`config.mk`:
```
export PLATFORM = sky130hd
export DESIGN_NAME = pc_sequencer
export DESIGN_NICKNAME = d
export VERILOG_FILES = /design/src/rtl/otter_pkg.sv /design/src/rtl/otter_next_pc.sv /design/src/rtl/pc_sequencer.sv
export SDC_FILE = /design/constraint.sdc
export NUM_CORES = 1
export LEC_CHECK = 0
export CORE_AREA = 2 2 109 111
export DETAILED_ROUTE_END_ITERATION = 7
export DIE_AREA = 0 0 111 113
export DONT_BUFFER_PORTS = 1
export PLACE_DENSITY = 0.69
export SLEW_MARGIN = 0
export SYNTH_ARGS = -nofsm -noshare
export SYNTH_HDL_FRONTEND = slang
export SYNTH_SLANG_ARGS = --single-unit
```
`constraint.sdc`:
```
create_clock -name CLK -period 1.8 [get_ports CLK]
set_input_delay 0.36 -clock CLK [delete_from_list [all_inputs] [get_ports CLK]]
set_output_delay 0.36 -clock CLK [all_outputs]
set_load 0.03 [all_outputs]
```
`src/rtl/otter_pkg.sv`:
```
// Shared types and encodings for the OTTER program-counter sequencer.
package otter_pkg;

    typedef enum logic [1:0] {
        FETCH,
        EXEC,
        WB,
        INTR
    } pcs_state_t;

    // RV32I major opcodes the sequencer cares about
    localparam logic [6:0] OP_BRANCH = 7'b1100011;
    localparam logic [6:0] OP_JAL    = 7'b1101111;
    localparam logic [6:0] OP_JALR   = 7'b1100111;
    localparam logic [6:0] OP_LOAD   = 7'b0000011;
    localparam logic [6:0] OP_SYSTEM = 7'b1110011;

    // Branch funct3 encodings
    localparam logic [2:0] F3_BEQ  = 3'b000;
    localparam logic [2:0] F3_BNE  = 3'b001;
    localparam logic [2:0] F3_BLT  = 3'b100;
    localparam logic [2:0] F3_BGE  = 3'b101;
    localparam logic [2:0] F3_BLTU = 3'b110;
    localparam logic [2:0] F3_BGEU = 3'b111;

    // SYSTEM funct3 used by mret (ecall/ebreak share it but are not sequenced here)
    localparam logic [2:0] F3_PRIV = 3'b000;

endpackage : otter_pkg

```
`src/rtl/otter_next_pc.sv`:
```
// Combinational branch resolution and next-PC selection for the EXEC state.
module otter_next_pc
    import otter_pkg::*;
(
    input  logic [6:0]  opcode_i,
    input  logic [2:0]  funct3_i,
    input  logic        br_eq_i,
    input  logic        br_lt_i,
    input  logic        br_ltu_i,
    input  logic [31:0] pc_plus4_i,
    input  logic [31:0] jal_tgt_i,
    input  logic [31:0] jalr_tgt_i,
    input  logic [31:0] branch_tgt_i,
    input  logic [31:0] mepc_i,
    output logic        br_taken_o,
    output logic [31:0] next_pc_o
);

    logic cond;

    // JALR clears bit 0 of its target, so that bit is never consumed
    logic unused_jalr_lsb;
    assign unused_jalr_lsb = jalr_tgt_i[0];

    // Branch condition from funct3; reserved codes 010/011 never take
    always_comb begin
        cond = 1'b0;
        unique case (funct3_i)
            F3_BEQ:  cond = br_eq_i;
            F3_BNE:  cond = !br_eq_i;
            F3_BLT:  cond = br_lt_i;
            F3_BGE:  cond = !br_lt_i;
            F3_BLTU: cond = br_ltu_i;
            F3_BGEU: cond = !br_ltu_i;
            default: cond = 1'b0;
        endcase
        br_taken_o = (opcode_i == OP_BRANCH) && cond;
    end

    // Next-PC mux; target alignment bits are passed through unchecked
    always_comb begin
        next_pc_o = pc_plus4_i;
        if (opcode_i == OP_JAL) begin
            next_pc_o = jal_tgt_i;
        end else if (opcode_i == OP_JALR) begin
            next_pc_o = {jalr_tgt_i[31:1], 1'b0};
        end else if (br_taken_o) begin
            next_pc_o = branch_tgt_i;
        end else if (opcode_i == OP_SYSTEM && funct3_i == F3_PRIV) begin
            next_pc_o = mepc_i;
        end
    end

endmodule : otter_next_pc

```
`src/rtl/pc_sequencer.sv`:
```
// Multi-cycle PC sequencer: FETCH/EXEC/WB/INTR FSM, PC register, retire counter.
module pc_sequencer
    import otter_pkg::*;
#(
    parameter logic [31:0] RESET_VEC = 32'h0000_0000
) (
    input  logic        CLK,
    input  logic        RST_N,
    input  logic [6:0]  PCS_opcode,
    input  logic [2:0]  PCS_funct3,
    input  logic        PCS_br_eq,
    input  logic        PCS_br_lt,
    input  logic        PCS_br_ltu,
    input  logic [31:0] PCS_jal_tgt,
    input  logic [31:0] PCS_jalr_tgt,
    input  logic [31:0] PCS_branch_tgt,
    input  logic [31:0] PCS_mtvec,
    input  logic [31:0] PCS_mepc,
    input  logic        PCS_intr,
    input  logic        PCS_mem_ack,
    output logic [31:0] PCS_pc,
    output logic [31:0] PCS_pc_plus4,
    output logic        PCS_fetch_en,
    output logic        PCS_exec,
    output logic        PCS_wb,
    output logic        PCS_br_taken,
    output logic        PCS_int_taken,
    output logic [31:0] PCS_retired
);

    pcs_state_t  state_q, state_d;
    logic [31:0] pc_q, pc_d;
    logic [31:0] retired_q, retired_d;
    logic [31:0] next_pc;
    logic        br_taken_raw;

    assign PCS_pc       = pc_q;
    assign PCS_pc_plus4 = pc_q + 32'd4;
    assign PCS_retired  = retired_q;

    otter_next_pc u_next_pc (
        .opcode_i     (PCS_opcode),
        .funct3_i     (PCS_funct3),
        .br_eq_i      (PCS_br_eq),
        .br_lt_i      (PCS_br_lt),
        .br_ltu_i     (PCS_br_ltu),
        .pc_plus4_i   (PCS_pc_plus4),
        .jal_tgt_i    (PCS_jal_tgt),
        .jalr_tgt_i   (PCS_jalr_tgt),
        .branch_tgt_i (PCS_branch_tgt),
        .mepc_i       (PCS_mepc),
        .br_taken_o   (br_taken_raw),
        .next_pc_o    (next_pc)
    );

    // Moore state decodes; fetch enable is also gated by reset
    always_comb begin
        PCS_fetch_en  = (state_q == FETCH) && RST_N;
        PCS_exec      = (state_q == EXEC);
        PCS_wb        = (state_q == WB);
        PCS_int_taken = (state_q == INTR);
        PCS_br_taken  = (state_q == EXEC) && br_taken_raw;
    end

    // Next state, PC and retire count; PC is latched leaving EXEC for every opcode
    always_comb begin
        state_d   = state_q;
        pc_d      = pc_q;
        retired_d = retired_q;
        unique case (state_q)
            FETCH: begin
                if (PCS_mem_ack) begin
                    state_d = EXEC;
                end
            end
            EXEC: begin
                pc_d = next_pc;
                if (PCS_opcode == OP_LOAD) begin
                    state_d = WB;
                end else begin
                    retired_d = retired_q + 32'd1;
                    state_d   = PCS_intr ? INTR : FETCH;
                end
            end
            WB: begin
                if (PCS_mem_ack) begin
                    retired_d = retired_q + 32'd1;
                    state_d   = PCS_intr ? INTR : FETCH;
                end
            end
            INTR: begin
                pc_d    = PCS_mtvec;
                state_d = FETCH;
            end
            default: state_d = FETCH;
        endcase
    end

    // State registers with asynchronous active-low reset
    always_ff @(posedge CLK or negedge RST_N) begin
        if (!RST_N) begin
            state_q   <= FETCH;
            pc_q      <= RESET_VEC;
            retired_q <= 32'd0;
        end else begin
            state_q   <= state_d;
            pc_q      <= pc_d;
            retired_q <= retired_d;
        end
    end

endmodule : pc_sequencer

```
==> summary.txt <==
Floorplanning
  – Initial Util: 45.97%
  – Ports: 278
  – Num rows: 39
  – Core area: 0.01127 mm^2
  – Die area: 0.01254 mm^2
  – Die Y: 113 um
  – Die X: 111 um

GRT
  – Largest net degree at the start of global routing: 68
  – GRT Total Usage: 32.46%
  – Initial antenna violation count: 0
  – First-pass GRT wire length: 31.97 mm
  – Vias in the first global route: 5809
  – Total grt overflow: 0

Timing
  – Max Fclk: 0.4283 GHz
  – Period utilisation layout: 129.7%
  – Setup TNS: -11.18 ns
  – Tightest Pin Transition: 0.5747 ns
  – Min cycle time layout: 2.335 ns
  – Unrepaired setup endpoints after global routing: yes
  – Final Skew: 0.009159 ns
  – Final Setup Violations: 43
  – Pins over their slew limit: 0
  – Slew margin rel.: 61.69%
  – Final hold viol count: 66
  – Hold Slack: -0.2816 ns
  – Fin worst setup slack: -0.5347 ns

Power
  – Clock power frac: 14.3%
  – Internal power: 7.247 mW
  – NetSw: 6.424 mW
  – Switching share of power: 46.99%
  – Total power draw: 13.67 mW
  – Part of the power in registers: 18.2%
  – Pwr Density: 1665 mW/mm^2
  – Peak supply drop: 0.001267 V
  – Lkg Pwr: 3.395 nW
  – Logic pwr share: 67.5%

Placed design
  – Area after DPL: 0.007046 mm^2
  – Inst Count DP: 869
  – Setup WS pre-CTS: -0.1924 ns
  – DP HPWL: 15.00 mm
  – Gpl congestion: 1.007
  – Input/output buffers: 0

Min path
  – Worst Hold Class: input pin to async pin

Cells and area
  – Post-route cell area: 0.008213 mm^2
  – Area Overhead vs Synth: 58.51%
  – Layout Utilization: 72.86%
  – Layout cells sized above 1: 43.17%
  – Final #Nets: 943
  – Post-route non-filler standard cell count: 912
  – # diodes: 0

Logic synthesis
  – Synthesized area: 0.005181 mm^2
  – Syn Nets: 814
  – FF+latch count, synth: 66
  – Register area share after synthesis: 31.88%
  – Syn_area_per_cell: 8.159 um^2
  – Main synth FF type: dfrtp_1
  – Share of async-settable or async-resettable flops after synthesis: 100.0%
  – Cells after synthesis: 635
  – Post-synth EDFFs: 0
  – Synth warn: 0
  – Synth unique cells: 64

Detailed routing
  – DRC: 0
  – Routed WL: 21.94 mm
  – Vias: 5879
  – Antenna viol nets, final: 0
  – WL/cell: 24.06 um
  – Initial drt markers: 574
  – Pre-antenna DRT Iters: 6
  – Post-DR vias/cell: 6.446

Worst setup path
  – CP max FO: 5
  – Worst Setup End Kind: output pin
  – Type of origin of the critical path: flip-flop
  – Data required time of the worst path: 1.44 ns
  – Critical path data arrival time: 1.97 ns
  – Crit path buffers/inverters: 2
  – Dominant delay contributor by cell family on the critical path: simple AND/OR/NAND/NOR gates
  – Slowest CP cell: dfrtp_2
  – Most common cell on crit path: buf_12
  – Max incr delay on CP: 0.37 ns
  – CP Class: flip-flop to output pin
  – CP cell instances: and4_4 > and3_4 > buf_12 > nand4_1 > xnor2_4 > buf_12

CTS
  – Clk sinks: 66
  – Clk root buf: clkbuf_16
  – Clock Latency Late Sink: 0.33 ns
  – Clk buf depth: 2
  – Worst-path clk slew: 0.06 ns
  – CTS tree: built
  – TritonCTS buffer count: 9
  – H-tree levels: 3

Status
  – Status: finished with violations
  – Violated checks: hold timing, setup timing

Job
  – Max cap viols: 0
-- area by class of cell --
| cell class | count | area (um^2) |
|---|---|---|
| well taps | 143 | 178.9 |
| clock buffers | 11 | 242.7 |
| flip-flops and latches | 66 | 1695 |
| inverters | 15 | 58.81 |
| fillers | 822 | 3059 |
| clock inverters | 5 | 86.33 |
| multi-input cells | 508 | 4194 |
| repair buffers | 164 | 1757 |
-- repair_timing --
item	CTS	global route
gates resized for setup	45	65
hold endpoints to repair	66	66
endpoints found under the setup margin	52	71
pin swaps	18	26
cloned	3	1
buffers inserted	3	21
-- per-layer routing --
metal | track usage, % | routed length [um]
met5 | 0 | 0
met2 | 55.99 | 10940
met1 | 38.06 | 7853
met4 | 11.42 | 743
met3 | 10.82 | 2407
-- worst reg2reg max path: cells and delay by family, from the launching register on --
kind	cells	cell delay (ns)
simple gates	3	0.75
compound gates	2	0.44
flops	1	0.39
buf+inv	2	0.28
xor+xnor	1	0.10
-- registers in the layout, summed over array words and instances (netlist names) --
| signal | flops |
|---|---|
| PCS_pc | 32 |
| state_q | 2 |
| PCS_retired | 32 |
-- path summary, 6_finish.rpt --
path / from / to / slack, ns / depth (start not counted)
setup / recovery: PCS_pc[5] / PCS_pc_plus4[24] / -0.53 / 6
hold / removal: RST_N / PCS_retired[31] / -0.28 / 0
setup reg to reg: PCS_pc[11] / PCS_pc[17] / -0.26 / 8
hold reg to reg: PCS_retired[10] / PCS_retired[10] / 0.57 / 1
max in group asynchronous: RST_N / PCS_pc[24] / 1.97 / 0
min in group CLK: PCS_mtvec[6] / PCS_pc[6] / 0.19 / 2
-- cell usage after synthesis (all sizes together), types with 9 or more instances --
master	count	area [um^2]
buf	18	93.84
and3	9	56.30
clkbuf	28	105.1
nand2	83	314.1
xnor2	39	341.6
xor2	23	201.4
nor3	13	80.08
mux2i	24	240.2
inv	15	56.30
nand3	25	130.1
o211ai	15	112.6
o21ai	50	250.2
dfrtp	66	1652
nor2	44	172.7
nand4	20	137.6
o311ai	18	157.7
a21oi	49	249.0
-- cell usage in the layout (no fill, tap or decap), types with 16 or more instances in the layout --
| cell type | n |
|---|---|
| buf_4 | 104 |
| nand2_1 | 78 |
| a21oi_1 | 45 |
| o21ai_0 | 41 |
| nor2_1 | 39 |
| dfrtp_2 | 35 |
| dfrtp_1 | 31 |
| buf_6 | 30 |
| buf_12 | 25 |
| mux2i_1 | 24 |
| xnor2_1 | 19 |
| nand4_1 | 18 |
| xnor2_4 | 16 |
| o311ai_0 | 16 |
-- logic make-up (layout without fill, tap and decap cells) --
group	Yosys count	after routing	synth area share, %
muxes	31	31	6.158
AOI/OAI and AO/OA	183	183	23.18
buffers and inverters	61	195	4.926
and+or+nand+nor	230	230	22.89
adders and majority gates	2	2	0.4829
DFF	66	66	31.88
xor gates and xnor gates	62	62	10.48
-- power groups by stage --
stage,Sequential [mW],Clock (mW),Combinational [mW]
3_3_place_gp,2.41,0,7.57
6_report,2.49,1.96,9.23
2_1_floorplan,3.53,0,3.93
4_1_cts,2.46,1.98,8.48
3_5_place_dp,2.45,0,7.70
5_1_grt,2.53,2.03,9.61
No activity file was read; power rests on OpenSTA's default activity.
